<file path="config.mk">
export PLATFORM = sky130hd
export DESIGN_NAME = bp_retire_update
export DESIGN_NICKNAME = d
export VERILOG_FILES = /design/src/rtl/bp_retire_update.sv
export SDC_FILE = /design/constraint.sdc
export NUM_CORES = 1
export LEC_CHECK = 0
export ABC_AREA = 0
export BUFFER_PORTS_ARGS = -buffer_cell sky130_fd_sc_hd__buf_2
export CAP_MARGIN = 10
export CORE_MARGIN = 8
export CORE_UTILIZATION = 47
export DETAILED_ROUTE_END_ITERATION = 8
export GPL_ROUTABILITY_DRIVEN = 0
export GPL_TIMING_DRIVEN = 0
export PLACE_DENSITY = 0.81
export RECOVER_POWER = 25
export SLEW_MARGIN = 20
export SYNTH_ARGS = -nofsm -noshare
export SYNTH_HDL_FRONTEND = slang
export SYNTH_SLANG_ARGS = --single-unit
</file>
<file path="constraint.sdc">
create_clock -name clock -period 2.6 [get_ports clock]
set_clock_uncertainty 0.1 [all_clocks]
set_input_delay 0.52 -clock clock [delete_from_list [all_inputs] [get_ports clock]]
set_output_delay 0.52 -clock clock [all_outputs]
set_load 0.005 [all_outputs]
</file>
<file path="src/rtl/bp_retire_update.sv">
// Retire-side branch update: pops the branch ordering buffer head, trains the local/global/choice
// PHTs and local history table, and issues a one-cycle mispredict recovery pulse.
module bp_retire_update #(
    parameter int CTR_W   = 2,
    parameter int LHT_IDX = 10
) (
    input  logic               clock,
    input  logic               reset_n,
    input  logic               flush,
    input  logic               br_vld_rt_i,
    input  logic               br_cond_rt_i,
    input  logic               br_taken_rt_i,
    input  logic [63:0]        br_target_rt_i,
    input  logic               br_mispred_rt_i,
    output logic               rt_ready_o,
    input  logic               bob_valid_i,
    input  logic [63:0]        bob_brpc_i,
    input  logic               bob_brdir_i,
    input  logic               bob_chwe_i,
    input  logic               bob_chbrdir_i,
    input  logic [9:0]         bob_bht_i,
    input  logic [11:0]        bob_bhr_i,
    input  logic [3:0]         bob_rasptr_i,
    output logic               bob_re_o,
    output logic               pht_re_o,
    output logic [9:0]         lpht_idx_o,
    output logic [11:0]        gpht_idx_o,
    input  logic [CTR_W-1:0]   lpht_rdata_i,
    input  logic [CTR_W-1:0]   gpht_rdata_i,
    input  logic [CTR_W-1:0]   cpht_rdata_i,
    output logic               lpht_we_o,
    output logic               gpht_we_o,
    output logic               cpht_we_o,
    output logic [CTR_W-1:0]   lpht_wdata_o,
    output logic [CTR_W-1:0]   gpht_wdata_o,
    output logic [CTR_W-1:0]   cpht_wdata_o,
    output logic               lht_we_o,
    output logic [LHT_IDX-1:0] lht_idx_o,
    output logic [9:0]         lht_wdata_o,
    output logic               recover_o,
    output logic [63:0]        recover_pc_o,
    output logic [11:0]        recover_bhr_o,
    output logic [3:0]         recover_rasptr_o,
    output logic               underflow_o
);

    typedef enum logic [1:0] {IDLE, READ, WRITE} state_t;

    localparam logic [CTR_W-1:0] CTR_MAX = '1;

    state_t state, state_nxt;

    logic               accept;
    logic               mispredict;
    logic [LHT_IDX-1:0] lht_idx_q;
    logic [9:0]         bht_q;
    logic [11:0]        bhr_q;
    logic               taken_q;
    logic               chwe_q;
    logic               chbrdir_q;

    function automatic logic [CTR_W-1:0] sat_step(input logic [CTR_W-1:0] ctr, input logic up);
        if (up)
            return (ctr == CTR_MAX) ? ctr : ctr + 1'b1;
        else
            return (ctr == '0) ? ctr : ctr - 1'b1;
    endfunction

    assign rt_ready_o = (state == IDLE);
    assign accept     = br_vld_rt_i & rt_ready_o & bob_valid_i;
    assign bob_re_o   = accept;
    assign mispredict = br_cond_rt_i ? (br_taken_rt_i != bob_brdir_i) : br_mispred_rt_i;

    // NOTE: all sequential state uses non-blocking assignments so every register samples
    // pre-edge values; blocking here would create order-dependent simulation behaviour.
    always_ff @(posedge clock or negedge reset_n) begin
        if (!reset_n)
            state <= IDLE;
        else
            state <= state_nxt;
    end

    always_comb begin
        state_nxt = state;
        case (state)
            IDLE:    if (accept && br_cond_rt_i) state_nxt = READ;
            READ:    state_nxt = WRITE;
            WRITE:   state_nxt = IDLE;
            default: state_nxt = IDLE;
        endcase
        if (flush)
            state_nxt = IDLE;
    end

    // Only the fields the READ/WRITE phases still need are kept; recovery is resolved at accept.
    always_ff @(posedge clock or negedge reset_n) begin
        if (!reset_n) begin
            lht_idx_q <= '0;
            bht_q     <= '0;
            bhr_q     <= '0;
            taken_q   <= 1'b0;
            chwe_q    <= 1'b0;
            chbrdir_q <= 1'b0;
        end else if (accept) begin
            lht_idx_q <= bob_brpc_i[LHT_IDX+1:2];
            bht_q     <= bob_bht_i;
            bhr_q     <= bob_bhr_i;
            taken_q   <= br_taken_rt_i;
            chwe_q    <= bob_chwe_i;
            chbrdir_q <= bob_chbrdir_i;
        end
    end

    // Recovery payload only updates on a pulse so consumers may sample it lazily.
    always_ff @(posedge clock or negedge reset_n) begin
        if (!reset_n) begin
            recover_o        <= 1'b0;
            recover_pc_o     <= '0;
            recover_bhr_o    <= '0;
            recover_rasptr_o <= '0;
        end else begin
            recover_o <= accept & mispredict & ~flush;
            if (accept && mispredict && !flush) begin
                recover_rasptr_o <= bob_rasptr_i;
                if (br_cond_rt_i) begin
                    recover_bhr_o <= {bob_bhr_i[10:0], br_taken_rt_i};
                    recover_pc_o  <= br_taken_rt_i ? br_target_rt_i : bob_brpc_i + 64'd4;
                end else begin
                    recover_bhr_o <= bob_bhr_i;
                    recover_pc_o  <= br_target_rt_i;
                end
            end
        end
    end

    always_ff @(posedge clock or negedge reset_n) begin
        if (!reset_n)
            underflow_o <= 1'b0;
        else if (br_vld_rt_i && !bob_valid_i)
            underflow_o <= 1'b1;
    end

    // NOTE: every output gets a default before the case so no path leaves a latch behind.
    always_comb begin
        pht_re_o     = 1'b0;
        lpht_idx_o   = '0;
        gpht_idx_o   = '0;
        lht_we_o     = 1'b0;
        lht_idx_o    = '0;
        lht_wdata_o  = '0;
        lpht_we_o    = 1'b0;
        gpht_we_o    = 1'b0;
        cpht_we_o    = 1'b0;
        lpht_wdata_o = '0;
        gpht_wdata_o = '0;
        cpht_wdata_o = '0;
        case (state)
            READ: begin
                pht_re_o    = 1'b1;
                lpht_idx_o  = bht_q;
                gpht_idx_o  = bhr_q;
                lht_we_o    = ~flush;
                lht_idx_o   = lht_idx_q;
                lht_wdata_o = {bht_q[8:0], taken_q};
            end
            WRITE: begin
                lpht_we_o    = ~flush;
                gpht_we_o    = ~flush;
                cpht_we_o    = chwe_q & ~flush;
                lpht_wdata_o = sat_step(lpht_rdata_i, taken_q);
                gpht_wdata_o = sat_step(gpht_rdata_i, taken_q);
                cpht_wdata_o = sat_step(cpht_rdata_i, chbrdir_q);
            end
            default: ;
        endcase
    end

endmodule

</file>
[Yosys cells after proc, flatten, opt, wreduce, memory -nomap -nowiden]
Index checks and enable logic that the tools add are counted.
Word-level totals
  bits in registers: 119
  output and inout bits: 137
  logic and storage cells: 69
Cells by class
  add/subtract/negate cells: 7
  eq/ne operators: 7
  mux-type cells: 27
  bitwise operators: 6
  reductions and logical operators: 10
Operator list (number)
  $mux W64: 2
  $add A64 B3 Y64 const B: 1
  $mux W10: 3
  $mux W2: 14
  $mux W12: 2
  $eq A2 B2 Y1 const B: 4
  $logic_not A2 Y1: 4
  $add A2 B1 Y2 const B: 3
  $sub A2 B1 Y2 const B: 3
  $and A1 B1 Y1: 5
  $mux W1: 5
  $logic_and A1 B1 Y1: 4
  $pmux W2 S2: 1
  $ne A3 B2 Y1 const B: 1
  $eq A2 B1 Y1 const B: 1
  $logic_not A1 Y1: 2
  $ne A1 B1 Y1: 1
  $not A1 Y1: 1

[Logic depth before layout (Yosys ltp)]
Gate-level depths: netlist of run 1.
  depth after elaboration: 7
  gate-level depth with buffers: 9
  gate-level depth less buffers: 7

[Least setup slack after synthesis of run 1]
OpenSTA, ideal clock, no wires.
  kind: input -> register
  start point: input bob_brpc_i[41]
  end point: register recover_pc_o[63]
  arrival: 2009 ps
  data required time: 2362 ps
  slack: 353 ps
  stages: 6
  path buffers: 0
  cell sequence: and3_2 nand3_2 or3_4 or4_4 nand4_1 o311ai_2
On the way
  longest elaborated chain between the ends: 3
RTL lines
  start: declaration: line 17  | input logic [63:0] bob_brpc_i,
  $add A64 B3 Y64: line 127  | recover_pc_o <= br_taken_rt_i ? br_target_rt_i : bob_brpc_i + 64'd4;
  $mux W64: line 127
  $mux W64: line 125  | if (br_cond_rt_i) begin
  end signal: assignment: line 127
  end signal: assignment: line 130  | recover_pc_o <= br_target_rt_i;
  end: declaration: line 41  | output logic [63:0] recover_pc_o,
Every way passes these cells.
A chain may end at the register's enable or synchronous reset.

[Worst setup path in the final report of run 1]
  start point: register state[0]
  end point: output lpht_idx_o[6]
On the way
  longest elaborated chain between the ends: 2
RTL lines
  start: declaration: line 51  | state_t state, state_nxt;
  start signal: assignment: line 80  | state <= state_nxt;
  $eq A2 B1 Y1: line 157  | case (state)
  $mux W10: line 157
  end: declaration: line 26  | output logic [9:0] lpht_idx_o,
Every way passes these cells.

==> impl.org, run 1 <==
** Status
- Status :: finished with violations
- Violated checks :: capacitance limit, slew limit

** Power and ir drop
- In this run the static leakage power is 4.362 nW.
- Across the VDD grid, the largest voltage drop is 0.3740 mV.
- After layout, the design draws a total of 5.872 mW.
- Dividing total power by cell area gives a power density of 649.1 nW/um^2.

** Hold path
- The tightest min-delay check is of the in2reg type.

** Timing
- Slew at the pin closest to its max-slew limit :: 1605 ps
- Setup repair after global routing left no endpoint under its margin.
- Worst slack on hold paths :: 193.5 ps
- For the final routed database, the setup TNS stands at 0 ps.
- Count of endpoints failing setup in the final report :: 0
- Highest achievable clock rate :: 397.6 MHz
- The worst pin sits at a relative slew slack of -7.007%.
- The clock period could shrink to 2515 ps.
- The count of endpoints failing hold in the final timing report is 0.
- The count of pins over their slew limit is 60.
- Fin crit share :: 96.74%
- Final worst-path setup slack :: 84.80 ps

** Worst setup path
- STA classifies the critical path endpoint as an output port.
- Required time at the endpoint of the critical path :: 1980 ps
- Worst setup path class :: reg2out
- Startpoint type of the worst setup path :: flop
- Largest fanout of any net on the critical path :: 10
- CP Data Arrival Time :: 1900 ps

** CTS
- The clock passes through at most 2 buffers.
- For this design, the sink count on the clock tree is 119.
- CTS tree :: yes
- Buffer type at the clock tree root :: sky130_fd_sc_hd__clkbuf_16
- CTS clock-pin slew for the worst setup and hold paths :: 60 ps
- TritonCTS created 17 clock buffers.
- Worst-Skew Late Latency :: 410 ps
- The H-tree generated during clock tree synthesis spans 4 levels.

** Global route
- For this run, the total global-route usage over all layers was measured as 26.43%.
- Entering global routing, the biggest net connects 61 pins.
- For this run the aggregate overflow at the end of global routing stands at 0.
- Initial antenna violation count :: 7
- Number of global-route vias before repair :: 6946
- The first global-routing pass estimated 37460 um of wire.

** Logic synthesis
- Synthesized-area fraction occupied by adder cells :: 0.1891%
- Number of nets produced by synthesis :: 895
- Of the total synthesized cell area, the portion taken by AND, OR, NAND and NOR gates is 22.05%.
- Fraction of synthesized area in multiplexers :: 8.678%
- After synthesis the netlist holds a flip-flop and latch count of 119.
- XOR/XNOR share of the synthesized area :: 7.544%
- After synthesis, the share of flip-flops with an asynchronous set or reset is 100.0%.
- After technology mapping, the gate count stands at 723.
- Mean area per synthesized cell :: 9.153 um^2
- In this run the cell area of the synthesized design comes to 6618 um^2.
- Among all flip-flop cells after synthesis, the most frequent one is sky130_fd_sc_hd__dfrtp_1.
- EDFF count, synth :: 0
- Summing the areas of all compound-gate instances in the mapped netlist gives 12.08% of the synthesized area.
- Warning count from the yosys run :: 0
- Unique masters post-synth :: 45
- Main combinational cell family by area after synthesis :: simple AND/OR/NAND/NOR gates
- Sequential cell area fraction in the yosys report :: 45.00%

** Place
- Buffers placed on the I/O ports in this run total 306.
- Setup slack at placement :: -445.7 ps
- Once placement finished, the instance area stood at 8408 um^2.
- In this run, placement finished with an instance count of 1210.
- The wire-length estimate of the detail-placed layout is 19550 um.

** Detailed routing
- Drt total wl :: 24340 um
- Antenna Violating Nets Remaining :: 0
- The pre-antenna-repair detailed-routing pass consisted of 5 iterations.
- In this run, the number of DRC markers left after iteration 0 of detailed routing was 383.
- Via count normalized by instance count :: 5.359
- Average routed wire per standard cell :: 19.44 um
- After detailed routing, the number of remaining DRC violations is 0.
- Total vias in the final route :: 6709

** Die
- Chip Height :: 134.7 um
- The floorplan step defined a core boundary enclosing 13830 um^2.
- During I/O placement, the number of pins put on the boundary was 308.
- Initial Util :: 47.86%
- DIE AREA :: 18130 um^2
- Die W :: 134.7 um
- Number of rows in the core area :: 43

** Finish
- In the final layout, flip-flops and latches occupy 2978 um^2.
- Area of the multi-input gates :: 3358 um^2
- Number of nets in the layout :: 1226
- Number of standard cells in the final layout excluding fillers :: 1252
- The finished cells cover 9046 um^2.
- Counting the fill cells in the layout gives 1196.
- The post-route netlist has 39.55% of its cells at a drive strength greater than 1.
- From synthesis to final layout, the design area changed by 36.70%.
- Fraction of the core area covered by cells at the end of the flow :: 65.42%

** Job
- Max-cap violation count :: 1
synth_stat cells, types with 2 or more instances:
cell	n	area, um^2
sky130_fd_sc_hd__mux2_2	35	394.1
sky130_fd_sc_hd__nand2_1	83	311.6
sky130_fd_sc_hd__mux2i_1	18	180.2
sky130_fd_sc_hd__inv_1	9	33.78
sky130_fd_sc_hd__o21ai_0	50	250.2
sky130_fd_sc_hd__o21bai_1	3	22.52
sky130_fd_sc_hd__o22ai_1	25	156.4
sky130_fd_sc_hd__o21ai_1	2	10.01
sky130_fd_sc_hd__xnor2_1	40	350.3
sky130_fd_sc_hd__nor2b_1	5	31.28
sky130_fd_sc_hd__and2_1	37	231.5
sky130_fd_sc_hd__xor2_1	17	148.9
sky130_fd_sc_hd__buf_1	9	33.78
sky130_fd_sc_hd__dfrtp_1	119	2978
sky130_fd_sc_hd__a21o_1	2	15.01
sky130_fd_sc_hd__nand3_2	3	30.03
sky130_fd_sc_hd__o211ai_1	8	60.06
sky130_fd_sc_hd__nand2b_1	2	12.51
sky130_fd_sc_hd__and4_1	7	61.31
sky130_fd_sc_hd__buf_4	11	82.58
sky130_fd_sc_hd__or3_1	5	31.28
sky130_fd_sc_hd__nor2_1	51	191.4
sky130_fd_sc_hd__clkbuf_1	23	86.33
sky130_fd_sc_hd__a21oi_1	47	235.2
sky130_fd_sc_hd__nand4_1	16	100.1
sky130_fd_sc_hd__and3_1	12	75.07
sky130_fd_sc_hd__nor4_1	9	56.30
sky130_fd_sc_hd__nor3_1	18	90.09
sky130_fd_sc_hd__nand3_1	28	140.1
sky130_fd_sc_hd__a31oi_1	4	25.02
sky130_fd_sc_hd__buf_2	11	55.05
layout by cell type, fill, tap and decap left out, types with 3 or more instances in the layout:
| cell | netlist | final |
|---|---|---|
| sky130_fd_sc_hd__nand2_1 | 83 | 83 |
| sky130_fd_sc_hd__diode_2 | 0 | 5 |
| sky130_fd_sc_hd__nor2_1 | 51 | 51 |
| sky130_fd_sc_hd__o21ai_0 | 50 | 50 |
| sky130_fd_sc_hd__inv_1 | 9 | 9 |
| sky130_fd_sc_hd__dfrtp_1 | 119 | 119 |
| sky130_fd_sc_hd__nand3_2 | 3 | 3 |
| sky130_fd_sc_hd__nand3_1 | 28 | 28 |
| sky130_fd_sc_hd__clkbuf_4 | 0 | 4 |
| sky130_fd_sc_hd__or3_1 | 5 | 5 |
| sky130_fd_sc_hd__nor4_1 | 9 | 9 |
| sky130_fd_sc_hd__nand4_1 | 16 | 16 |
| sky130_fd_sc_hd__o22ai_1 | 25 | 25 |
| sky130_fd_sc_hd__o211ai_1 | 8 | 8 |
| sky130_fd_sc_hd__xnor2_1 | 40 | 40 |
| sky130_fd_sc_hd__clkbuf_1 | 23 | 21 |
| sky130_fd_sc_hd__mux2_2 | 35 | 35 |
| sky130_fd_sc_hd__buf_2 | 11 | 316 |
| sky130_fd_sc_hd__nor3_1 | 18 | 18 |
| sky130_fd_sc_hd__mux2i_1 | 18 | 18 |
| sky130_fd_sc_hd__a21oi_1 | 47 | 47 |
| sky130_fd_sc_hd__clkinvlp_4 | 0 | 6 |
| sky130_fd_sc_hd__a31oi_1 | 4 | 4 |
| sky130_fd_sc_hd__buf_4 | 11 | 15 |
| sky130_fd_sc_hd__o21bai_1 | 3 | 3 |
| sky130_fd_sc_hd__clkinv_4 | 0 | 3 |
| sky130_fd_sc_hd__clkbuf_16 | 0 | 17 |
| sky130_fd_sc_hd__buf_1 | 9 | 3 |
| sky130_fd_sc_hd__clkinv_2 | 0 | 3 |
| sky130_fd_sc_hd__xor2_1 | 17 | 17 |
| sky130_fd_sc_hd__clkbuf_2 | 0 | 4 |
| sky130_fd_sc_hd__and4_1 | 7 | 7 |
| sky130_fd_sc_hd__and3_1 | 12 | 12 |
| sky130_fd_sc_hd__nor2b_1 | 5 | 4 |
| sky130_fd_sc_hd__and2_1 | 37 | 37 |
where the power goes:
| part | internal [mW] | switching, mW |
|---|---|---|
| combinational | 0.628 | 0.659 |
| sequential | 2.25 | 0.200 |
| clock | 1.24 | 0.897 |
| total | 4.12 | 1.76 |
worst max-delay path, cell delays in order, from the launching register on:
cell and delay [ps]:
sky130_fd_sc_hd__dfrtp_1 420, sky130_fd_sc_hd__nor2b_4 290, sky130_fd_sc_hd__clkbuf_1 330, sky130_fd_sc_hd__and2_1 230, sky130_fd_sc_hd__buf_4 110, sky130_fd_sc_hd__buf_2 100
layer usage:
metal / wire length (um) / GRT usage, % / part of all wire, % / up-vias
met2: 12350 / 46.17 / 51 / 308
met1: 9120 / 28.27 / 37 / 3164
met4: 614 / 12.41 / 2.5 / 4
li1: - / - / - / 3192
met5: 23 / 0 / 0.094 / -
met3: 2229 / 8.655 / 9.2 / 41
path summary, 6_finish.rpt:
| kind | start | to | slack [ps] | cells after the start |
|---|---|---|---|---|
| setup / recovery | state[0] | lpht_idx_o[6] | 80 | 5 |
| hold / removal | bob_rasptr_i[3] | recover_rasptr_o[3] | 190 | 3 |
| setup reg to reg | state[1] | recover_pc_o[57] | 200 | 10 |
| hold reg to reg | recover_rasptr_o[3] | recover_rasptr_o[3] | 370 | 2 |
| max in group asynchronous | reset_n | recover_bhr_o[1] | 460 | 3 |
| min in group asynchronous | reset_n | recover_pc_o[37] | 950 | 2 |
registers in the layout, summed over array words and instances, names as in the netlist, 2 cells and up:
register	flops
recover_rasptr_o	4
recover_pc_o	64
state	2
recover_bhr_o	12
bht_q	10
lht_idx_q	10
bhr_q	12
logic make-up (layout without fill, tap and decap cells):
logic type / count (synthesis) / after routing
adders and majority gates: 1 / 1
buffers and inverters: 64 / 408
xor gates and xnor gates: 57 / 57
DFF: 119 / 119
AOI/OAI and AO/OA: 143 / 143
other: 0 / 5
muxes: 53 / 53
and+or+nand+nor: 286 / 286
cell type report:
type / count / area share (%)
antenna: 5 / 0.1383
buffer: 54 / 3.098
clock buffer: 18 / 4.855
clock inverter: 14 / 1.148
inverter: 10 / 0.4149
multi-input combinational: 540 / 37.12
sequential: 119 / 32.92
tap: 180 / 2.490
timing repair buffer: 312 / 17.81
repair_timing:
action / in CTS / in global routing
pin swaps: 1 / 0
hold endpoints to repair: 1 / 0
setup endpoints to repair: 104 / 90
buffers inserted: 1 / 3
resized for setup: 6 / 13
hold buffers: 1 / 0
Note: power is estimated with default switching activity, not from simulation.
==> run 2: changes to the inputs <==
--- a/config.mk
+++ b/config.mk
@@ -13,8 +13,10 @@
 export DETAILED_ROUTE_END_ITERATION = 8
 export GPL_ROUTABILITY_DRIVEN = 0
 export GPL_TIMING_DRIVEN = 0
+export HOLD_SLACK_MARGIN = 0.15
 export PLACE_DENSITY = 0.81
 export RECOVER_POWER = 25
+export SETUP_SLACK_MARGIN = 0.3
 export SLEW_MARGIN = 20
 export SYNTH_ARGS = -nofsm -noshare
 export SYNTH_HDL_FRONTEND = slang
==> impl.org, run 2 (synthesis gave the netlist of run 1 again) <==
** Job
- Max-cap violation count :: 0

** Hold path
- Worst min path class :: in2reg
- Along the worst hold path, the cell count comes to 3.
- Worst min-delay path endpoint :: recover_rasptr_o[3]
- Worst Min Path Start :: bob_rasptr_i[3]

** CTS
- Counting every sink on the clock net gives 119.
- The clock passes through at most 2 buffers.
- CTS tree :: yes
- In this run the number of H-tree levels came out at 4.
- CTS clock-pin slew for the worst setup and hold paths :: 60 ps
- Worst-Skew Late Latency :: 420 ps
- Buffer type at the clock tree root :: sky130_fd_sc_hd__clkbuf_16
- TritonCTS created 17 clock buffers.

** Detailed routing
- Via count normalized by instance count :: 5.390
- Once detail routing completed, the nets flagged for antenna violations numbered 0.
- The routed layout has 6780 vias.
- The routed design has 24740 um of wire.
- In the final routed layout, each cell accounts on average for 19.66 um.
- Residual DRC :: 0
- The first detailed-routing pass took 5 iterations.
- The detailed router finished its first iteration with 338 violations.

** Die
- Top-Level Pins :: 308
- The floorplan step defined a core boundary enclosing 13830 um^2.
- Initial Util :: 47.86%
- Die W :: 134.7 um
- Number of rows in the core area :: 43
- Chip Height :: 134.7 um
- DIE AREA :: 18130 um^2

** Finish
- Fraction of final layout cells with drive strength greater than 1 :: 40.63%
- Largest registers :: recover_pc_o x64, bhr_q x12, recover_bhr_o x12
- Most frequent standard cell in the layout excluding fill and tap cells :: sky130_fd_sc_hd__buf_2
- Once layout is complete, the utilization of the core stands at 66.47%.
- The net count of the finished layout is 1232.
- From synthesis to final layout, the design area changed by 38.89%.
- The register with the most flip-flops in the layout has 64 of them.
- Commonest cells after routing, fill and taps aside :: sky130_fd_sc_hd__buf_2 (298), sky130_fd_sc_hd__dfrtp_1 (117), sky130_fd_sc_hd__nand2_1 (83)
- Largest register by flop count :: recover_pc_o

** Power and ir drop
- Cell leakage power :: 4.420 nW
- Part of the total power dissipated in sequential elements :: 41.5%
- The design draws 5.896 mW.
- Share of total power in combinational logic :: 22.0%
- Of the total power, the share spent switching nets is 30.21%.
- Of the total power, the clock network draws 36.5%.
- PwrDens :: 641.5 nW/um^2
- Highest ir drop seen on vdd :: 0.3756 mV
- Summed over all nets, the switching power comes to 1.781 mW.
- Cell internal power was estimated by the tool at 4.115 mW.

** Worst setup path
- List of cells traversed by the critical path :: nor2b_4 -> clkbuf_8 -> and2_1 -> buf_4 -> buf_2
- Max stage delay cell, worst path :: sky130_fd_sc_hd__dfrtp_2
- R2R Setup Slk :: 380 ps
- Startpoint type of the worst setup path :: flop
- Depth of the worst register-to-register path :: 8
- Along the worst path, the maximum fanout reaches 10.
- In this run the worst setup path begins at state[0].
- Capture instance of the worst register-to-register path :: recover_pc_o[37]
- In this run the critical register-to-register path is launched from state[0].
- At the worst endpoint, the required time is 1980 ps.
- Worst setup path class :: reg2out
- For this run, the slowest stage of the critical path takes 420 ps.
- Setup crit end kind :: output port
- Data arrives at the worst endpoint at 1670 ps.

** Place
- Before CTS, the worst setup slack after placement is -445.7 ps.
- Summed over all nets, the half-perimeter wirelength after detailed placement is 19550 um.
- Buffers added on ports :: 306

** Global route
- Global routing used 26.82% of the available tracks.
- The total overflow left after global routing is 0.
- For met1 alone, demand over resource in global routing was 28.71%.
- The via count of the first global-routing pass came to 7018.
- Met3 Track Usage GR :: 9.175%
- Maximum number of pins on one net before global-route repair :: 61
- Met2 routing resource usage after global routing :: 46.70%
- In this run the most used layer during global routing was met2.
- The first global-routing pass estimated 37930 um of wire.
- Initial antenna violation count :: 7

** Timing
- Clock period minus worst slack :: 2291 ps
- Final count of hold timing violations :: 0
- In the finished design, the share of the clock period the worst path needs comes to 88.10%.
- Measured against its own limit, the worst slew margin works out to 45.03%.
- Number of max-slew violations in the final report :: 0
- Slew at the pin closest to its max-slew limit :: 824.6 ps
- Based on the critical path, the design can be clocked at up to 436.6 MHz.
- Hold timing on the final database bottoms out at a slack of 191.2 ps.
- Setup repair after global routing could not meet its margin everywhere.
- Final worst-path setup slack :: 309.3 ps
- Setup violations remaining at the end of the flow were counted as 0.

** Status
- The run finished with clean final reports.
run 2: repair_timing:
item / 4_1_cts / 5_1_grt
endpoints found under the setup margin: 121 / 130
hold buffers: 1 / 0
pin swaps: 3 / 2
resized for setup: 34 / 42
buffers inserted: 7 / 3
endpoints found under the hold margin: 59 / 0
run 2: power groups by stage:
| stage | Clock (mW) | Sequential (mW) | Combinational (mW) |
|---|---|---|---|
| finish | 2.15 | 2.45 | 1.30 |
| global route | 2.26 | 2.50 | 1.43 |
| CTS | 2.17 | 2.44 | 1.31 |
| detailed placement | 0 | 2.47 | 1.29 |
| global placement | 0 | 2.45 | 1.25 |
| floorplan | 0 | 2.48 | 0.521 |
run 2: layer usage:
layer | routed length [um] | share of wire, %
met1 | 9350 | 38
met2 | 12620 | 51
met4 | 539 | 2.2
met5 | 23 | 0.093
met3 | 2207 | 8.9
run 2: critical path: cells and delay by family (launching register included):
kind	cells	cell delay, ps
DFF	1	420
and+or+nand+nor	2	430
buffers and inverters	3	410
run 2: how the worst max path moves through the flow:
stage / to / slack, ps
after floorplan: recover_pc_o[63] / 350
after global placement: bht_q[1] / -680
after detailed placement: recover_bhr_o[8] / -450
after CTS: bob_re_o / 280
after global routing: lpht_idx_o[6] / 240
final: lpht_idx_o[6] / 310
run 2: through the flow:
step           instances  cell area (um^2)  setup TNS, ps
2_1_floorplan        723              6618              0
3_3_place_gp        1209              8374         -94760
3_5_place_dp        1210              8408         -25010
4_1_cts             1250              9090              0
5_1_grt             1258              9191              0
6_report            1258              9191              0
run 2: final cells by class:
cell class | instances | area [um^2]
clock inverter | 14 | 103.9
antenna | 5 | 12.51
inverter | 10 | 40.04
buffer | 54 | 361.6
clock buffer | 18 | 439.2
tap | 180 | 225.2
fill | 1190 | 4636
sequential | 119 | 2980
multi-input combinational | 540 | 3413
timing repair buffer | 318 | 1615
